## config.mk

```make
export PLATFORM = sky130hd
export DESIGN_NAME = sms32_41_inv_seq
export DESIGN_NICKNAME = d
export VERILOG_FILES = /design/src/rtl/sms32_41_inv_seq.sv
export SDC_FILE = /design/constraint.sdc
export NUM_CORES = 1
export LEC_CHECK = 0
export ABC_AREA = 1
export CORE_MARGIN = 2
export CORE_UTILIZATION = 53
export CTS_BUF_LIST = sky130_fd_sc_hd__clkbuf_8
export CTS_CLUSTER_DIAMETER = 50
export DETAILED_ROUTE_END_ITERATION = 6
export HOLD_SLACK_MARGIN = 0.03
export PLACE_DENSITY = 0.74
export SYNTH_ARGS = -nofsm -noshare
export SYNTH_HDL_FRONTEND = slang
export SYNTH_SLANG_ARGS = --single-unit
```

## constraint.sdc

```tcl
create_clock -name clk -period 4.1 [get_ports clk]
set_input_delay 1.025 -clock clk [delete_from_list [all_inputs] [get_ports clk]]
set_output_delay 1.025 -clock clk [all_outputs]
set_load 0.01 [all_outputs]
```

## src/rtl/sms32_41_inv_seq.sv

```systemverilog
// Iterative x^41 engine over GF(2^6): one tower-field core applied N times gives x^(41^N),
// so five passes (mode 01) produce the inverse S-box x^20 because 41^6 = 1 mod 63.
module sms32_41_inv_seq #(
   parameter int W     = 6,
   parameter int CNT_W = 3
) (
   input  logic         clk,
   input  logic         rst,
   input  logic         in_valid,
   output logic         in_ready,
   input  logic [W-1:0] in_data,
   input  logic [1:0]   mode,
   output logic         out_valid,
   input  logic         out_ready,
   output logic [W-1:0] out_data,
   output logic         busy
);

   typedef enum logic [1:0] {IDLE = 2'd0, ITER = 2'd1, DONE = 2'd2} state_t;

   state_t           state_q, state_d;
   logic [W-1:0]     w_q, w_d;
   logic [CNT_W-1:0] cnt_q, cnt_d;
   logic             accept;

   // Tower field: GF(8) = GF(2)[z]/(z^3+z+1), extended by y^2 = y + 1; bits [5:3] hold the y coefficient.
   function automatic logic [2:0] gf8Mul(input logic [2:0] a, input logic [2:0] b);
      logic [4:0] c;
      c[0] = a[0] & b[0];
      c[1] = (a[0] & b[1]) ^ (a[1] & b[0]);
      c[2] = (a[0] & b[2]) ^ (a[1] & b[1]) ^ (a[2] & b[0]);
      c[3] = (a[1] & b[2]) ^ (a[2] & b[1]);
      c[4] = a[2] & b[2];
      return {c[2] ^ c[4], c[1] ^ c[3] ^ c[4], c[0] ^ c[3]};
   endfunction

   function automatic logic [2:0] gf8Sq(input logic [2:0] a);
      return {a[1] ^ a[2], a[2], a[0]};
   endfunction

   function automatic logic [5:0] towMul(input logic [5:0] a, input logic [5:0] b);
      logic [2:0] hh;
      hh = gf8Mul(a[5:3], b[5:3]);
      return {hh ^ gf8Mul(a[5:3], b[2:0]) ^ gf8Mul(a[2:0], b[5:3]),
              hh ^ gf8Mul(a[2:0], b[2:0])};
   endfunction

   function automatic logic [5:0] towSq(input logic [5:0] a);
      logic [2:0] h2;
      h2 = gf8Sq(a[5:3]);
      return {h2, h2 ^ gf8Sq(a[2:0])};
   endfunction

   function automatic logic [5:0] power41(input logic [5:0] t);
      logic [5:0] t8, t32;
      t8  = towSq(towSq(towSq(t)));
      t32 = towSq(towSq(t8));
      return towMul(towMul(t32, t8), t);
   endfunction

   // Standard basis is GF(2)[a]/(a^6+a+1); z maps to a^27 and y to a^21.
   function automatic logic [5:0] iso(input logic [5:0] s);
      return {s[2] ^ s[3] ^ s[4],
              s[1] ^ s[3] ^ s[4] ^ s[5],
              s[5],
              s[4] ^ s[5],
              s[1] ^ s[4],
              s[0] ^ s[1] ^ s[2] ^ s[4] ^ s[5]};
   endfunction

   function automatic logic [5:0] invIso(input logic [5:0] t);
      return {t[3],
              t[2] ^ t[3],
              t[1] ^ t[3] ^ t[4],
              t[1] ^ t[2] ^ t[4] ^ t[5],
              t[1] ^ t[2] ^ t[3],
              t[0] ^ t[2] ^ t[3] ^ t[4] ^ t[5]};
   endfunction

   function automatic logic [CNT_W-1:0] iterCount(input logic [1:0] m);
      case (m)
         2'b00:   return CNT_W'(1);
         2'b01:   return CNT_W'(5);
         2'b10:   return CNT_W'(3);
         default: return CNT_W'(2);
      endcase
   endfunction

   always_ff @(posedge clk or posedge rst) begin
      if (rst) begin
         state_q <= IDLE;
         w_q     <= '0;
         cnt_q   <= '0;
      end else begin
         state_q <= state_d;
         w_q     <= w_d;
         cnt_q   <= cnt_d;
      end
   end

   assign accept = in_valid & in_ready;

   // A result consumed in DONE may be replaced by a new operand on the same edge.
   always_comb begin
      state_d = state_q;
      w_d     = w_q;
      cnt_d   = cnt_q;
      case (state_q)
         IDLE, DONE: begin
            if (accept) begin
               state_d = ITER;
               w_d     = iso(in_data);
               cnt_d   = iterCount(mode);
            end else if (state_q == DONE && out_ready) begin
               state_d = IDLE;
            end
         end
         ITER: begin
            w_d   = power41(w_q);
            cnt_d = cnt_q - CNT_W'(1);
            if (cnt_q == CNT_W'(1)) state_d = DONE;
         end
         default: state_d = IDLE;
      endcase
   end

   always_comb begin
      in_ready  = (state_q == IDLE) || (state_q == DONE && out_ready);
      out_valid = (state_q == DONE);
      busy      = (state_q == ITER) || (state_q == DONE);
      out_data  = (state_q == DONE) ? invIso(w_q) : '0;
   end

endmodule

```

Yosys cells after proc, flatten, opt, wreduce, memory -nomap -nowiden
Index checks and enable logic that the tools add are counted.
W data, S select, Z words.
{ "word_totals": {"elab_cells": 209, "out_inout_bits": 9, "regBits": 11, "inputBits": 12} }
{ "classes": {"n_addsub": 1, "mux": 10, "eq_ne": 8, "n_reduce_logical": 9, "bitwise_logic": 178} }
{ "op_table": {"columns": ["op", "n"], "rows": [
  ["$xor A1 B1 Y1", 95],
  ["$and A1 B1 Y1", 72],
  ["$xor A3 B3 Y3", 11],
  ["$mux W6", 2],
  ["$pmux W6 S2", 1],
  ["$pmux W3 S3", 1],
  ["$mux W2", 3],
  ["$pmux W3 S2", 1],
  ["$eq A2 B1 Y1 const B", 2],
  ["$eq A2 B2 Y1 const B", 2],
  ["$logic_not A2 Y1", 2],
  ["$ne A2 B2 Y1 const B", 2],
  ["$pmux W2 S2", 1],
  ["$reduce_and A2 Y1", 2],
  ["$eq A3 B1 Y1 const B", 1],
  ["$mux W3", 1],
  ["$ne A3 B3 Y1 const B", 1],
  ["$sub A3 B1 Y3 const B", 1],
  ["$logic_or A1 B1 Y1", 2],
  ["$reduce_bool A2 Y1", 1],
  ["$reduce_or A2 Y1", 1],
  ["$logic_and A1 B1 Y1", 1]
]} }

Logic depth before layout (Yosys ltp)
{ "depth": {"word_depth": 22, "depth_mapped": 37, "mapped_depth_nobuf": 35} }

Worst setup path before layout
OpenSTA, ideal clock, no wires.
{ "synth_path": {"kind": "register to register", "from": "reg w_q[5]", "to": "reg w_q[3]", "period_less_slack_ns": 3.729, "stages_incl_launch_ff": 34, "t_arrival_ns": 3.613, "setup_ns": 0.116, "path_buffers": 2, "setup_slack_ns": 0.371, "required_ns": 3.984, "cell_sequence": "dfrtp_1 inv_2 buf_6 ha_1 buf_6 inv_2 nand3_2 nand2_2 nand2_2 nand2_1 inv_1 ha_1 inv_1 ha_1 inv_1 nand2_1 nand2_1 nand2_1 nand2_1 nand2_1 nand2_1 nand2_1 nand2_1 nand2_1 nand2_1 nand3_1 nand2_1 nand2_2 xnor2_2 or2_1 nand3_1 nand3_1 nand2_1 nand2_1"} }
{ "synth_between": {"elab_chain_len": 21, "word_cells_on_any_way": 99, "classes_between": "1 x mux; 98 x bitwise"} }
{ "synth_rtl": {"columns": ["item", "line_no", "rtl"], "rows": [
  ["from (decl)", "22", "logic [W-1:0] w_q, w_d;"],
  ["from (signal assigned)", "96", "w_q <= w_d;"],
  ["$xor A1 B1 Y1", "38", "return {a[1] ^ a[2], a[2], a[0]};"],
  ["$xor A3 B3 Y3", "51", "return {h2, h2 ^ gf8Sq(a[2:0])};"],
  ["$xor A1 B1 Y1", "38", null],
  ["$xor A3 B3 Y3", "51", null],
  ["$xor A1 B1 Y1", "38", null],
  ["$xor A3 B3 Y3", "51", null],
  ["$xor A1 B1 Y1", "38", null],
  ["$xor A3 B3 Y3", "51", null],
  ["[4 not listed]", null, null],
  ["$xor A1 B1 Y1 (2 in a row)", "34", "return {c[2] ^ c[4], c[1] ^ c[3] ^ c[4], c[0] ^ c[3]};"],
  ["$xor A3 B3 Y3", "44", "return {hh ^ gf8Mul(a[5:3], b[2:0]) ^ gf8Mul(a[2:0], b[5:3]),"],
  ["$and A1 B1 Y1", "32", "c[3] = (a[1] & b[2]) ^ (a[2] & b[1]);"],
  ["$xor A1 B1 Y1", "32", null],
  ["$xor A1 B1 Y1", "34", null],
  ["$xor A3 B3 Y3", "44", null],
  ["$xor A3 B3 Y3 (*)", "44", null],
  ["$pmux W6 S2 (*)", "108", "case (state_q)"]
]} }
Mark *: on every way between the ends. The rest lies on a longest branch, timed or not.
A chain may end at the register's enable or synchronous reset.

Worst setup path in the final report
{ "layout_path": {"from": "reg w_q[4]", "to": "reg w_q[3]"} }
Same word-level chain as after synthesis.

==> results.json <==
{
  "clk_path_buf_depth": 2,
  "dieArea_sq_mm": 0.00538,
  "finalHoldViolCount": 0,
  "seq_area_frac_synth": 0.108,
  "rrSetupSlack_ns": 0.32,
  "grt_pass1_wl_microns": 11200,
  "synth_edf_count": 0,
  "pre_cts_ws_ns": 0.211,
  "tns_ns": 0,
  "htreeDepth": 1,
  "port_buffers": 20,
  "dp_hpwl_microns": 5330,
  "first_iter_violations": 174,
  "drive_gt1_frac": 0.115,
  "worst-path-max-fanout": 7,
  "synth.avg_cell_area_sq_um": 5.29,
  "clk_pin_slew_ns": 0.05,
  "cp.required_ns": 4.23,
  "critPathMaxStageDelay_ns": 0.36,
  "setup_violations": 0,
  "grt_max_degree": 16,
  "syn_inst": 482,
  "nets": 527,
  "chipWidth_microns": 73.3,
  "drt.antenna.violating_nets": 0,
  "grt_pass1_vias": 2628,
  "worstMarginPinSlew_ns": 0.559,
  "grt-ovfl-total": 0,
  "totalWireLength_microns": 6720,
  "worst_slack_ns": 0.315,
  "period_share": 0.923,
  "wl_per_cell_microns": 12.0,
  "first_pass_iters": 5,
  "clk_latency_ns": 0.24,
  "io_pins": 21,
  "cts_hold_buffers": 0,
  "criticalPathCategory": "flop to flop",
  "finClkSkew_ns": 0.000800,
  "cp.arrival_ns": 3.92,
  "synthArstFlopShare": 1.00,
  "start_util": 0.543,
  "numCtsBuffers": 3,
  "synth_cell_types": 32,
  "fmax_mhz": 264,
  "syn2layout_area_growth_pct": 13.0,
  "cap_violations": 0,
  "fin_util": 0.614,
  "min_period_ns": 3.78,
  "holdWs_ns": 0.531,
  "synth_area_sq_mm": 0.00255,
  "n_antenna_cell": 0,
  "place.gp.congestion": 0.897,
  "ys_seq_elements": 11,
  "hold_class": "flop to flop",
  "drc": 0,
  "rows": 25,
  "cts-root-buf": "clkbuf_8",
  "vias": 2978,
  "grt_use_total": 0.261,
  "ys_warn_count": 0,
  "fill_cells": 460,
  "clkSinkCount": 11,
  "status": "complete, no violations",
  "drv_slew": 0,
  "cts_tree": "yes",
  "core_area_sq_mm": 0.00469,
  "post-cts-setup-buffer-count": 0,
  "layout_common_cells": "201 x nand2_1, 58 x inv_1, 54 x nand3_1",
  "critical-path-slowest-cell": "dfrtp_1",
  "cp-end-kind": "flop",
  "slew_headroom": 0.627,
  "antenna_found_initial": 0,
  "cp_common_cell": "nand2_1",
  "synth_ff_type": "dfrtp_1",
  "synth_fp_nets": 504,
  "viasPerCell": 5.34,
  "die_height_microns": 73.3,
  "layout_commonest_cell": "nand2_1",
  "crit_path_start_kind": "flop"
}
per-layer routing:
metal	vias to the layer above	part of all wire	routed length, microns	track usage
met5	-	0	0	0
met4	0	0.025	169	0.0828
met3	22	0.072	486	0.0110
met2	121	0.48	3210	0.475
met1	1309	0.43	2860	0.329
li1	1526	-	-	-
path summary, 6_finish.rpt:
check                                  startpoint                endpoint  cells after the start
setup / recovery               w_q[4]$_DFFE_PP0P_      w_q[3]$_DFFE_PP0P_                     31
hold / removal             state_q[0]$_DFFE_PP0P_  state_q[0]$_DFFE_PP0P_                      2
setup reg to reg               w_q[4]$_DFFE_PP0P_      w_q[3]$_DFFE_PP0P_                     31
hold reg to reg            state_q[0]$_DFFE_PP0P_  state_q[0]$_DFFE_PP0P_                      2
max in group asynchronous                     rst      w_q[1]$_DFFE_PP0P_                      2
min in group asynchronous                     rst    cnt_q[0]$_DFFE_PP0P_                      2
through the flow:
| step | cells | instance area (sq um) |
|---|---|---|
| after floorplan | 482 | 2550 |
| after global routing | 558 | 2880 |
| after global placement | 554 | 2800 |
| after CTS | 558 | 2840 |
| final | 558 | 2880 |
| after detailed placement | 554 | 2800 |
timing repair:
| item | 4_1_cts | 5_1_grt |
|---|---|---|
| setup endpoints to repair | 0 | 6 |
| resized for setup | 0 | 6 |
| hold endpoints to repair | 0 | 0 |
cells in the mapped netlist (2+ instances only):
cell type  count  area [sq um]
inv_2         11          41.3
a21oi_2        2          17.5
nor2_1        32           120
o21bai_1       2          15.0
ha_1          10           125
nand2_1      203           762
dfrtp_1       11           275
clkbuf_1       2          7.51
nand3_2        2          20.0
a22oi_1        2          15.0
buf_6          5          56.3
xnor2_1        9          78.8
or2_1          2          12.5
o21ai_1        2          10.0
xor2_1        17           149
inv_1         58           218
nand3_1       54           270
nand3b_1       2          15.0
a21oi_1        7          35.0
nand2_2       21           131
o21ai_0       15          75.1
buf_2          3          15.0
cell type report:
class                           count  area [sq um]  share of cell area
Timing Repair Buffer               29           268              0.0930
Sequential cell                    11           275              0.0956
Clock buffer                        3          41.3              0.0143
Multi-Input combinational cell    390          1960               0.680
Inverter                           70           265              0.0921
Tap cell                           54          67.6              0.0235
Clock inverter                      1          3.75             0.00130
flip-flops by register name, summed over array words and instances, names as in the netlist:
name     cells
w_q          6
cnt_q        3
state_q      2
critical path: cells and delay by family, from the launching register on:
family	cells	cell delay [ns]
adders and majority gates	3	0.76
xor gates and xnor gates	1	0.18
DFF	1	0.36
and+or+nand+nor	22	1.94
buffers and inverters	5	0.45
kinds of logic (layout without fill, tap and decap cells):
kind of cell	after synthesis	after routing	share of synthesized area
flip-flops	11	11	0.108
AO/OA/AOI/OAI	34	34	0.0781
buffers and inverters	81	103	0.138
AND/OR/NAND/NOR	319	319	0.531
adder cells (fa/ha/maj)	10	10	0.0491
XOR/XNOR	27	27	0.0957
Power is not shown: default switching activity piles up to over one toggle a cycle in this logic, so the estimate is an artifact.
